File: src/rtl/switch_allocator.sv
// rtl/switch_allocator.sv - 5-port round-robin output allocator with per-output packet locking
// Optional busy watchdog enabled by defining SA_WATCHDOG_EN.
module switch_allocator #(
  parameter int TIMEOUT = 255
) (
  input  logic        clk,
  input  logic        rst,
  input  logic [24:0] rqs_flat,
  input  logic [4:0]  xfer_done,
  output logic [4:0]  arb_ack,
  output logic [24:0] grant_flat,
  output logic [4:0]  port_busy,
  output logic [4:0]  timeout_err
);

  logic [4:0] ack_vec [5];
  logic [4:0] ack_next;

  for (genvar o = 0; o < 5; o++) begin : g_out
    logic [2:0] ptr;
    logic [4:0] req;
    logic [4:0] win;
    logic [2:0] win_idx;
    logic [4:0] grant;
    logic       busy;
    logic       rel;

    for (genvar i = 0; i < 5; i++) begin : g_req
      assign req[i] = rqs_flat[5*i+o];
    end

    // Walk the search order backwards so the nearest requester to ptr is written last.
    always_comb begin
      logic [3:0] s;
      win     = '0;
      win_idx = '0;
      s       = '0;
      for (int k = 4; k >= 0; k--) begin
        s = {1'b0, ptr} + 4'(k);
        if (s >= 4'd5) s = s - 4'd5;
        if (req[s[2:0]]) begin
          win     = 5'b00001 << s[2:0];
          win_idx = s[2:0];
        end
      end
    end

    assign ack_vec[o] = (!busy && (|req)) ? win : 5'b00000;

`ifdef SA_WATCHDOG_EN
    logic [15:0] cnt;
    logic        err;
    logic        wdog;

    assign wdog = busy && !xfer_done[o] && ((cnt + 16'd1) == 16'(TIMEOUT));
    assign rel  = xfer_done[o] || wdog;

    always_ff @(posedge clk) begin
      if (rst) begin
        cnt <= '0;
        err <= 1'b0;
      end else if (!busy) begin
        cnt <= '0;
      end else begin
        cnt <= cnt + 16'd1;
        if (wdog) err <= 1'b1;
      end
    end

    assign timeout_err[o] = err;
`else
    assign rel            = xfer_done[o];
    assign timeout_err[o] = 1'b0;
`endif

    always_ff @(posedge clk) begin
      if (rst) begin
        busy  <= 1'b0;
        grant <= '0;
        ptr   <= '0;
      end else if (busy) begin
        if (rel) begin
          busy  <= 1'b0;
          grant <= '0;
        end
      end else if (|req) begin
        busy  <= 1'b1;
        grant <= win;
        ptr   <= (win_idx == 3'd4) ? 3'd0 : win_idx + 3'd1;
      end
    end

    assign grant_flat[5*o +: 5] = grant;
    assign port_busy[o]         = busy;
  end

`ifndef SA_WATCHDOG_EN
  logic unused_timeout;
  assign unused_timeout = ^TIMEOUT;
`endif

  always_comb begin
    ack_next = '0;
    for (int o = 0; o < 5; o++) ack_next = ack_next | ack_vec[o];
  end

  always_ff @(posedge clk) begin
    if (rst) arb_ack <= '0;
    else     arb_ack <= ack_next;
  end

endmodule

File: config.mk
export PLATFORM = sky130hd
export DESIGN_NAME = switch_allocator
export DESIGN_NICKNAME = d
export VERILOG_FILES = /design/src/rtl/switch_allocator.sv
export SDC_FILE = /design/constraint.sdc
export NUM_CORES = 1
export LEC_CHECK = 0
export ABC_AREA = 1
export CAP_MARGIN = 20
export CORE_MARGIN = 2
export CORE_UTILIZATION = 60
export CTS_CLUSTER_SIZE = 30
export DETAILED_ROUTE_END_ITERATION = 6
export PLACE_DENSITY = 0.82
export SYNTH_ARGS = -nofsm -noshare
export SYNTH_HDL_FRONTEND = slang
export SYNTH_SLANG_ARGS = --single-unit
File: constraint.sdc
create_clock -name clk -period 3.7 [get_ports clk]
set_input_delay 0.74 -clock clk [delete_from_list [all_inputs] [get_ports clk]]
set_output_delay 0.74 -clock clk [all_outputs]
set_load 0.02 [all_outputs]
==> results by group <==
Run status
  • Outcome: finished, final reports clean

Cells and area
  • Count of fill cells added during filler insertion: 1238
  • Non-Filler Cell Area, Final: 9390 um2
  • Multi-input combinational cell area: between 6000 and 7000 um2
  • Share of cells above drive strength 1: 0.102
  • Combined flip-flop and latch cell area: 1010 um2
  • Area overhead of the layout relative to synthesis: 14.3%
  • Count of antenna diodes in the layout: 0
  • Total Nets Final: approximately 1600

Timing
  • Tightest Pin Transition: just under 0.9 ns
  • Setup_tns: 0 ns
  • Setup repair after global routing missed its margin: yes
  • Final period utilization: 0.951
  • FMAX: between 200 and 300 MHz
  • Finish-stage setup viols: 0
  • Max-slew headroom: 0.413
  • Setup clock skew after layout: 0.00718 ns
  • Final Max Slew Viols: 0
  • Number of hold-slack violations in the final timing report: 0
  • Shortest clock period the worst path allows after layout: between 3 and 4 ns

Worst setup path
  • Worst-case register-to-register setup slack: between 0.15 and 0.2 ns
  • Worst path buffer plus inverter count: 3
  • Worst Setup End Kind: flop
  • Terminus of the critical flop-to-flop path: g_out[4].ptr[2]$_SDFFE_PP0P_
  • CP max-delay cell: fa_1
  • CP max stage delay: approximately 0.40 ns
  • CP Data Arrival Time: 3.73 ns
  • Critical path peak fanout: 8
  • Worst setup SP type: flop
  • CP Depth: 20
  • Required time at the worst-slack endpoint: ~3.9 ns
  • Crit-path leading delay family: compound AO/OA/AOI/OAI gates
  • Worst R2R Path Depth: 20
  • WS Path Type: reg -> reg
  • Crit path cell chain: inv_4 > ha_1 > inv_1 > fa_1 > o21bai_4 > xor2_2 > nand2_1 > o21ai_0 > nand2_1 > nand4_1 > nand2_2 > a21oi_1 > o21ai_1 > a22oi_2 > inv_1 > ha_1 > or2_2 > nand3_1 > nand3_1 > a21oi_1
  • Reg2reg start: g_out[4].ptr[0]$_SDFFE_PP0P_

Logic synthesis
  • Yosys Warn Count: 0
  • Count of unique library cells instantiated by Yosys: 54
  • Predominant post-synthesis flop cell: dfxtp_1
  • Post-Syn Area per Cell: between 5 and 6 um2
  • Fraction of the yosys area taken by sequential cells: 0.122
  • Synth async-reset ratio: 0
  • Synth Instances: between 1000 and 1500
  • Number of synthesized register bits: 50
  • EDFF count, synth: 0
  • Post-synthesis instance area: 8210 um2

Run
  • Max-capacitance violation count: 0

Placement
  • Detail Placement HPWL: about 18 mm
  • Count of port buffers added during placement: 66
  • Cell Area, Placed: 9130 um2
  • Weighted congestion at the end of routability-driven global placement: approximately 1

Min path
  • Cells on Worst Hold Path: 2
  • Hold crit path type: reg -> reg
  • Endpoint, Worst Hold: g_out[4].grant[4]$_SDFFE_PP0P_
  • Startpoint of the lowest-slack hold path: g_out[4].grant[4]$_SDFFE_PP0P_

Global route
  • Initial antenna violation count: 0
  • Global-route wire length before repair: around 38 mm
  • Met2 demand-to-capacity share in global routing: 0.508
  • Maximum number of pins on one net before global-route repair: 51
  • Met1 Track Usage GR: 0.429
  • Residual overflow from global routing: 0
  • Most heavily used metal layer in global routing: met2
  • Via count of the first global-routing pass: between 8000 and 9000
  • Met3 global-route usage: 0.0320
  • Overall track demand over capacity in global routing: 0.306

Floorplan
  • Starting utilization of the core area: 0.618
  • Area of the placeable core: approximately 13000 um2
  • Core Rows: 42
  • Area of the die: around 15000 um2
  • Number of ports placed on the die boundary: 72
  • Width of the die: between 100 and 150 um
  • Die height: around 120 um

Drt
  • Wire length reported by the detailed router: ~23 mm
  • Routed wirelength normalized by instance count: ~13 um
  • Number of DRC violations after detailed-routing iteration 0: 989
  • Detailed-route vias per instance: around 5.6
  • Post-detailed-route count of antenna-violating nets: 0
  • DRC errors left: 0
  • Number of search-and-repair iterations in the first detailed-routing pass: 6
  • Via Count: 9542

CTS
  • TritonCTS clock tree: built
  • Clock buffer depth: 2
  • Cts hold-fix bufs: 0
  • Clock root buffer master: clkbuf_16
  • Number of levels the H-tree was split into: 2
  • Num Clock Sinks: 50
  • Number of buffers created by CTS: 5
  • Worst-path clk slew: 0.07 ns
  • Clock insertion delay at the later pin of the skew report: around 0.29 ns
## metal layers
| metal | routed length, um | part of all wire | vias up |
|---|---|---|---|
| met5 | 0 | 0 | - |
| met4 | 278 | 0.012 | 0 |
| met3 | 1600 | 0.070 | 36 |
| met2 | 10400 | 0.45 | 365 |
| met1 | 10600 | 0.46 | 4233 |
| li1 | - | - | 4908 |
## worst max-delay path by stage
stage / start / endpoint / slack [ns]
finish: g_out[4].ptr[0]$_SDFFE_PP0P_ / g_out[4].ptr[2]$_SDFFE_PP0P_ / 0.18
floorplan: g_out[4].ptr[0]$_SDFFE_PP0P_ / g_out[4].ptr[2]$_SDFFE_PP0P_ / 0.33
detailed placement: g_out[0].ptr[1]$_SDFFE_PP0P_ / g_out[0].ptr[0]$_SDFFE_PP0P_ / 0.02
global placement: g_out[2].ptr[1]$_SDFFE_PP0P_ / g_out[2].ptr[2]$_SDFFE_PP0P_ / 0.13
global route: g_out[4].ptr[0]$_SDFFE_PP0P_ / g_out[4].ptr[2]$_SDFFE_PP0P_ / -0.09
CTS: g_out[4].ptr[0]$_SDFFE_PP0P_ / g_out[4].ptr[2]$_SDFFE_PP0P_ / 0.05
## per-stage QoR
step                 util  instances  setup WS (ns)  hold WS (ns)
global placement    0.687       1709          0.135         0.454
finish              0.706       1718          0.183         0.470
CTS                 0.698       1717         0.0514         0.469
detailed placement  0.687       1709         0.0196         0.460
global route        0.706       1718        -0.0917         0.491
floorplan               -       1466          0.329         0.545
## cell usage in the layout (no fill, tap or decap), types with 3 or more instances in the layout
master and instances:
xor2_2 7, xnor2_1 4, ha_1 52, clkdlybuf4s50_1 65, nor2_4 4, o21ai_2 14, nand3b_1 5, conb_1 5
o21ai_4 4, o21bai_4 4, o211ai_1 14, o21ai_1 16, dfxtp_2 3, nand2_1 509, buf_4 30, a21oi_1 66
nand2_2 21, nor2_1 90, a21oi_2 5, inv_2 23, nor2_2 5, dfxtp_1 46, xor2_1 19, a211oi_1 4
o21ai_0 49, o22ai_1 5, o31ai_1 10, nand3_1 188, o21a_1 4, fa_1 5, a21oi_4 3, clkbuf_16 5
nor3_1 25, or2_2 7, nand4_1 27, inv_1 170
## registers in the layout (all words and copies together), names as in the netlist
signal and cells:
g_out.ptr 15, g_out.grant 25, g_out.busy 5, arb_ack 5
## worst min-delay path: stages, from the launching register on
cell and delay, ns:
dfxtp_1 0.31, nand2_1 0.06, a21oi_1 0.06
## final cells by class
type | instances | area share
Multi-Input combinational cell | 1193 | 0.681
Sequential cell | 50 | 0.107
Timing Repair Buffer | 96 | 0.0938
Inverter | 195 | 0.0788
Tap cell | 176 | 0.0235
Clock buffer | 5 | 0.0133
Clock inverter | 3 | 0.00253
## timing repair
action	4_1_cts	5_1_grt
setup buffers	0	1
pin swaps	0	4
gates resized for setup	1	34
setup endpoints to repair	1	15
## cell usage after synthesis, types with 5 or more instances
cell type | n | area share
a21oi_1 | 68 | 0.041
buf_4 | 13 | 0.012
clkbuf_1 | 5 | 0.0023
dfxtp_1 | 50 | 0.12
fa_1 | 5 | 0.012
ha_1 | 53 | 0.081
inv_1 | 173 | 0.079
inv_2 | 20 | 0.0091
nand2_1 | 515 | 0.24
nand2_2 | 15 | 0.011
nand3_1 | 188 | 0.11
nand3b_1 | 5 | 0.0046
nand4_1 | 27 | 0.021
nor2_1 | 92 | 0.042
nor2_2 | 5 | 0.0038
nor3_1 | 25 | 0.015
o211ai_1 | 14 | 0.013
o21ai_0 | 52 | 0.032
o21ai_1 | 17 | 0.010
o21ai_2 | 10 | 0.011
o22ai_1 | 5 | 0.0038
o31ai_1 | 10 | 0.0091
or2_2 | 7 | 0.0053
xor2_1 | 22 | 0.023
## logic make-up after synthesis
group / Yosys count / share of synthesized area
compound gates: 208 / 0.166
xor+xnor: 31 / 0.0390
fa+ha+maj: 58 / 0.0929
buf+inv: 223 / 0.113
flops: 50 / 0.122
other cells: 1 / 0.000457
simple gates: 891 / 0.467
Power is not shown: default switching activity piles up to over one toggle a cycle in this logic, so the estimate is an artifact.
